<file path="src/rtl/fetch_prefetch_buffer.sv">
// -----------------------------------------------------------------------------
// fetch_prefetch_buffer
//
// Instruction fetch stage with a prefetch queue. It sits between the
// instruction memory port and decode. It generates sequential fetch PCs,
// requests words ahead of decode, and buffers up to DEPTH {PC, instruction}
// pairs. A redirect (branch, jump or trap) flushes the queue and restarts
// fetch at the new address.
//
// Ports
//   i_CLK, i_RST        clock; synchronous active-high reset
//   i_EN                fetch enable (0 stops new requests, the queue still drains)
//   o_IMEM_REQ          memory request, combinational
//   o_IMEM_ADDR         request address (current fetch PC)
//   i_IMEM_GNT          grant; i_IMEM_DATA is valid in the same cycle
//   i_IMEM_DATA         instruction word from memory
//   o_INSTR             head instruction, or NOOP when the queue is empty
//   o_INSTR_PC          PC of the head instruction, or 0 when the queue is empty
//   o_INSTR_VALID       queue not empty
//   i_INSTR_READY       decode consumes the head when VALID & READY
//   i_REDIRECT          flush the queue and restart fetch at i_REDIRECT_PC
//   i_REDIRECT_PC       new fetch address; bits [1:0] are ignored
//   o_COUNT             number of occupied entries
// -----------------------------------------------------------------------------
module fetch_prefetch_buffer #(
    parameter int          DEPTH    = 4,
    parameter logic [31:0] RESET_PC = 32'h0000_0000,
    parameter logic [31:0] NOOP     = 32'h0000_0013
) (
    input  logic                       i_CLK,
    input  logic                       i_RST,
    input  logic                       i_EN,
    output logic                       o_IMEM_REQ,
    output logic [31:0]                o_IMEM_ADDR,
    input  logic                       i_IMEM_GNT,
    input  logic [31:0]                i_IMEM_DATA,
    output logic [31:0]                o_INSTR,
    output logic [31:0]                o_INSTR_PC,
    output logic                       o_INSTR_VALID,
    input  logic                       i_INSTR_READY,
    input  logic                       i_REDIRECT,
    input  logic [31:0]                i_REDIRECT_PC,
    output logic [$clog2(DEPTH):0]     o_COUNT
);

    localparam int PTR_W = $clog2(DEPTH);
    localparam int CNT_W = PTR_W + 1;

    // Control state (reset)
    logic [31:0]      fetch_pc_q, fetch_pc_d;
    logic [CNT_W-1:0] count_q,    count_d;
    logic [PTR_W-1:0] rd_ptr_q,   rd_ptr_d;
    logic [PTR_W-1:0] wr_ptr_q,   wr_ptr_d;

    // Queue storage (data only, never reset)
    logic [31:0] entry_pc_q    [DEPTH];
    logic [31:0] entry_instr_q [DEPTH];

    logic full;
    logic req;
    logic valid;
    logic push;
    logic pop;

    // The low two bits of the redirect target are dropped on purpose.
    logic unused_redirect_lsbs;
    assign unused_redirect_lsbs = ^i_REDIRECT_PC[1:0];

    always_comb begin
        full  = (count_q == CNT_W'(DEPTH));
        // A full queue blocks the request even when a pop happens this cycle,
        // which keeps REQ independent of READY.
        req   = ~i_RST & i_EN & ~i_REDIRECT & ~full;
        valid = ~i_RST & (count_q != '0);
        push  = req & i_IMEM_GNT;
        // Redirect discards the head, so a handshake in that cycle is void.
        pop   = valid & i_INSTR_READY & ~i_REDIRECT;
    end

    always_comb begin
        fetch_pc_d = fetch_pc_q;
        count_d    = count_q;
        rd_ptr_d   = rd_ptr_q;
        wr_ptr_d   = wr_ptr_q;

        if (i_REDIRECT) begin
            fetch_pc_d = {i_REDIRECT_PC[31:2], 2'b00};
            count_d    = '0;
            rd_ptr_d   = '0;
            wr_ptr_d   = '0;
        end else begin
            if (push) begin
                fetch_pc_d = fetch_pc_q + 32'd4;
                wr_ptr_d   = wr_ptr_q + PTR_W'(1);
            end
            if (pop) begin
                rd_ptr_d = rd_ptr_q + PTR_W'(1);
            end
            case ({push, pop})
                2'b10:   count_d = count_q + CNT_W'(1);
                2'b01:   count_d = count_q - CNT_W'(1);
                default: count_d = count_q;
            endcase
        end
    end

    always_ff @(posedge i_CLK) begin
        if (i_RST) begin
            fetch_pc_q <= RESET_PC;
            count_q    <= '0;
            rd_ptr_q   <= '0;
            wr_ptr_q   <= '0;
        end else begin
            fetch_pc_q <= fetch_pc_d;
            count_q    <= count_d;
            rd_ptr_q   <= rd_ptr_d;
            wr_ptr_q   <= wr_ptr_d;
        end
    end

    // push is already suppressed in reset and redirect cycles.
    always_ff @(posedge i_CLK) begin
        if (push) begin
            entry_pc_q[wr_ptr_q]    <= fetch_pc_q;
            entry_instr_q[wr_ptr_q] <= i_IMEM_DATA;
        end
    end

    assign o_IMEM_REQ    = req;
    assign o_IMEM_ADDR   = fetch_pc_q;
    assign o_INSTR_VALID = valid;
    assign o_INSTR       = valid ? entry_instr_q[rd_ptr_q] : NOOP;
    assign o_INSTR_PC    = valid ? entry_pc_q[rd_ptr_q]    : 32'h0000_0000;
    assign o_COUNT       = i_RST ? '0 : count_q;

endmodule
</file>
<file path="config.mk">
export PLATFORM = sky130hd
export DESIGN_NAME = fetch_prefetch_buffer
export DESIGN_NICKNAME = d
export VERILOG_FILES = /design/src/rtl/fetch_prefetch_buffer.sv
export SDC_FILE = /design/constraint.sdc
export NUM_CORES = 1
export LEC_CHECK = 0
export CAP_MARGIN = 0
export CORE_MARGIN = 1
export CORE_UTILIZATION = 45
export DETAILED_ROUTE_END_ITERATION = 8
export PLACE_DENSITY = 0.68
export SLEW_MARGIN = 25
export SYNTH_ARGS = -nofsm -noshare
export SYNTH_HDL_FRONTEND = slang
export SYNTH_SLANG_ARGS = --single-unit
</file>
<file path="constraint.sdc">
create_clock -name i_CLK -period 5.3 [get_ports i_CLK]
set_input_delay 1.06 -clock i_CLK [delete_from_list [all_inputs] [get_ports i_CLK]]
set_output_delay 1.06 -clock i_CLK [all_outputs]
set_load 0.03 [all_outputs]
</file>
======== Word level (Yosys, flattened, before mapping) ========
Memories as Yosys holds them, arrays and structs flattened. A register that Yosys moved wholly into a read port is not among the register bits.
Cells that the tools add are included.
cells by class
  add/subtract/negate cells ............... 5
  eq/ne operators ......................... 3
  muxes and demuxes ....................... 12
  bitwise logic cells ..................... 10
  reductions and logical operators ........ 4
operators with widths
  cell                                                                 count
  32-bit two-way mux                                                   4
  32-bit by 3-bit adder with 32-bit output (second input constant)     1
  2-bit two-way mux                                                    4
  1-bit AND                                                            7
  3-bit one-hot mux with 2 select lines                                1
  2-bit by 1-bit adder with 2-bit output (second input constant)       2
  2-bit nonzero test                                                   2
  3-bit by 1-bit adder with 3-bit output (second input constant)       1
  3-bit == test (second input constant)                                1
  3-bit two-way mux                                                    1
  1-bit inverter                                                       3
  3-bit nonzero test                                                   1
  3-bit by 1-bit subtractor with 3-bit output (second input constant)  1
  2-bit by 1-bit == test with 1-bit output (second input constant)     1
  2-bit == test (second input constant)                                1
  1-bit two-way mux                                                    2
  2-bit OR reduction                                                   1
storage, ports and cells
  register bits after elaboration ......... 39
  bits in writable memories ............... 256
  bits of input ports ..................... 70
  output and inout port bits .............. 101
  logic and storage cells ................. 41
  memories kept ........................... 2
memories
  memory         words  bits a word  rd ports  clocked after memory_dff  write ports  RTL line  source
  entry_instr_q  4      32           1         1                         1            57        logic [31:0] entry_instr_q [DEPTH];
  entry_pc_q     4      32           1         1                         1            56        logic [31:0] entry_pc_q [DEPTH];

======== Longest topological paths before layout ========
Gate-level depths: netlist (run 1).
  word-level depth ........................ 7
  mapped depth ............................ 12
  gate-level depth less buffers ........... 11

======== Worst setup path before layout (run 1) ========
OpenSTA, ideal clock, no wires.
  path type ............................... input to register
  start point ............................. in i_REDIRECT
  end point ............................... mem entry_instr_q[0][0] (enable)
  library setup time ...................... 427 ps
  arrival time ............................ 3497 ps
  data required time ...................... 4873 ps
  slack ................................... 1376 ps
  stages on the path ...................... 5
  path buffers ............................ 2
  cells stage by stage .................... nand4bb_1 > nor2_1 > buf_2 > buf_2 > and2_1
on the way
  cells in the longest elaborated chain, start to end .. 6
ends and longest elaborated chain
  element                                  RTL line  source
  from (decl)                              41        input logic i_REDIRECT,
  1-bit inverter                           73        req = ~i_RST & i_EN & ~i_REDIRECT & ~full;
  1-bit AND (2 in series)                  73
  1-bit AND                                75        push = req & i_IMEM_GNT;
  1-bit two-way mux                        123       if (push) begin
  1-bit two-way mux (implied by the code)  125       entry_instr_q[wr_ptr_q] <= i_IMEM_DATA;
  to (decl)                                57
No other way between the ends.

======== Final worst setup path (run 1) ========
  start point ............................. in i_RST
  end point ............................... out o_INSTR_PC[30]
on the way
  cells in the longest elaborated chain, start to end .. 3
ends and longest elaborated chain
  element             RTL line  source
  from (decl)         31        input logic i_RST,
  1-bit inverter      74        valid = ~i_RST & (count_q != '0);
  1-bit AND           74
  32-bit two-way mux  133       assign o_INSTR_PC = valid ? entry_pc_q[rd_ptr_q] : 32'h0000_0000;
  to (decl)           38        output logic [31:0] o_INSTR_PC,
No other way between the ends.

==> metrics, run 1 <==
DRC viols 0; clock buffer depth 3; PortBufs 164; Vias 6756; Clock Power Share 43.1%; layout cell share with drive strength beyond 1 17.62%; Final Skew 0.01125 ns; non-filler cells, final 1204; CTS sink count 287; first-pass GRT wire length 38.71 mm; slowest stage delay, CP 0.59 ns; share of the synthesized area in the top cell type 63.55%; Max FO, Critical Path 46; Final ANT Viol Nets 0; Multi-input gate area 3303 um2; FMAX 0.2128 GHz; Post-CTS Setup Inserts 0; Clock Latency Late Sink 0.54 ns; maxcap violations 0; htree depth 1; P_int 0.003808 W; DIE HEIGHT 163.4 um; RePlAce Congestion 0.8033; CTS tree built; Crit path required time 4.24 ns; Fin Setup TNS 0 ns; Worst-path clk slew 0.06 ns; FF-to-FF path depth 9; RSZ-0062 raised after global routing no; Die W 163.4 um; # IOs 171; Comb power frac 4.2%; sw frac 20.37%; crit path time final 4.698 ns; hold_buf cts 0; peak supply drop 215.1 uV; final antenna diode count 0; Pins Over Slew Limit 0; pwr dens 326.2 nW/um2; count of final setup violators 0; sequential share of power 52.7%; Startpoint Class input port; Core Region 25330 um2; DR vias/cell 5.611; Hold Crit Depth 2; Yosys Warn Count 0; top post-synthesis cells by area edfxtp_1 (64%), mux4_2 (12%), dfxtp_1 (6.7%); slowest CP cell clkdlybuf4s50_1; Leak 4.631 nW; TritonRoute pass-1 iters 5; commonest non-fill, non-tap cell in the layout edfxtp_1; Root Buffer Master clkbuf_16; Yosys top cell by area edfxtp_1; Synth Flop Type edfxtp_1; DP Area 13660 um2; Mapped Avg Cell Area 17.11 um2; EDFF count, synth 248; Reg area 8235 um2; Cells after Synth 685; Detailed Route Iter0 Violations 578; CP Cell Sequence clkdlybuf4s50_1 > nor2b_1 > nor3_1 > inv_2 > buf_12 > and2_1 > clkdlybuf4s50_1; initial core utilization 46.27%; largest net degree at the start of global routing 63; cell row count 58; gr usage total 19.23%; most used cell, CP clkdlybuf4s50_1; post-layout net count 927; hpwl dp 15.15 mm; GRT overflow 0; Async SR Flop Fraction 0%; initial antenna violation count 0; placed cells 1148; post-synthesis sequential area ratio 70.21%; post-route cell area 14660 um2; ratio of final minimum period to clock period 88.65%; Total Wirelength 25.49 mm; Tightest Hold Check Type flop to flop; post-synth design cell area 11720 um2; area delta synth->final 25.08%; worst slew pin tran 1.038 ns; Distinct cells, synth 59; Yosys reg bits 287; Core Util, Final 57.87%; WP depth 7; post-cts gate resize count 0; crit path buf inv count 4; most frequent cells in the layout edfxtp_1 (248), clkdlybuf4s50_1 (152), mux4_2 (62); number of global-route vias before repair 6876; critical path class input port to primary output; worst rel slew slack 30.77%; Hold Vio Cnt, Final 0; Worst path top cell family by delay buffers and inverters; Num CTS Buffers 30; net switching power 0.0009739 W; Avg WL per Cell 21.17 um; DIE AREA 26690 um2; Worst setup EP type primary output; fill count 1903; status finished, final reports clean; Worst Path Arrival 3.64 ns
registers in the layout, summed over array words and instances (netlist names), named ones only:
name	cells
count_q	3
entry_instr_q	128
entry_pc_q	120
o_IMEM_ADDR	30
rd_ptr_q	2
wr_ptr_q	2
worst min-delay path, cell delays in order, from the launching register on:
cell and delay, ns:
dfxtp_1 0.34, nand2_1 0.06, a21oi_1 0.05
cell type report:
class,instances,area share (%)
multi-input combinational,353,22.54
inverter,9,0.2305
clock inverter,11,0.5975
tap,330,2.817
sequential,287,56.18
clock buffer,45,6.214
timing repair buffer,169,11.42
cells in the mapped netlist (all sizes together) (5+ instances only):
cell type  number
nor2b           9
or2             5
ha              6
nor4            6
a31oi          12
buf            16
dfxtp          39
inv             9
nand4          14
nor2           25
a21oi          21
or3             7
and2           65
mux4           62
nand2          31
and4            6
a22oi           7
clkbuf         23
o21ai          12
nor3            6
nand3          13
edfxtp        248
metrics by stage:
step | power, W | setup slack, ns | hold WS (ns)
2_1_floorplan | 0.002645 | 1.376 | 0.4667
3_3_place_gp | 0.002758 | 0.6110 | 0.4800
3_5_place_dp | 0.002766 | 0.5741 | 0.4885
4_1_cts | 0.004828 | 0.5757 | 0.4971
5_1_grt | 0.004932 | 0.4403 | 0.5371
6_report | 0.004782 | 0.6016 | 0.4983
routing by layer:
metal | wire length [um] | up-vias | track usage (%)
li1 | - | 3019 | -
met3 | 1886 | 48 | 3.758
met5 | 0 | - | 0
met4 | 608 | 0 | 5.353
met1 | 10830 | 3428 | 26.26
met2 | 12160 | 261 | 31.41
power by group through the flow:
stage	clock network (W)	registers [W]	logic (W)
5_1_grt	0.00220	0.00252	0.000213
2_1_floorplan	0	0.00258	0.0000675
3_5_place_dp	0	0.00257	0.000201
6_report	0.00206	0.00252	0.000202
3_3_place_gp	0	0.00256	0.000197
4_1_cts	0.00211	0.00252	0.000202
path summary, 6_finish.rpt:
check                                      end  slack [ns]         from
worst max-delay path            o_INSTR_PC[30]        0.60        i_RST
worst min register to register     wr_ptr_q[1]        0.50  wr_ptr_q[1]
worst max register to register      count_q[2]        2.48   count_q[0]
worst min-delay path               wr_ptr_q[1]        0.50  wr_ptr_q[1]
logic make-up after synthesis:
kind of cell | synth area share, %
compound gates | 3.449
xor+xnor | 0.5978
fa+ha+maj | 0.8114
buf+inv | 1.783
flops | 70.21
mux | 12.46
other cells | 0.03200
simple gates | 10.66
Note: power is estimated with default switching activity, not from simulation.
==> run 2, diff against run 1 <==
Settings changed: ABC_CLOCK_PERIOD_IN_PS set to 5300.
==> results of run 2 <==
Same layout as run 1: the final DEF is identical, and so are final timing and power.
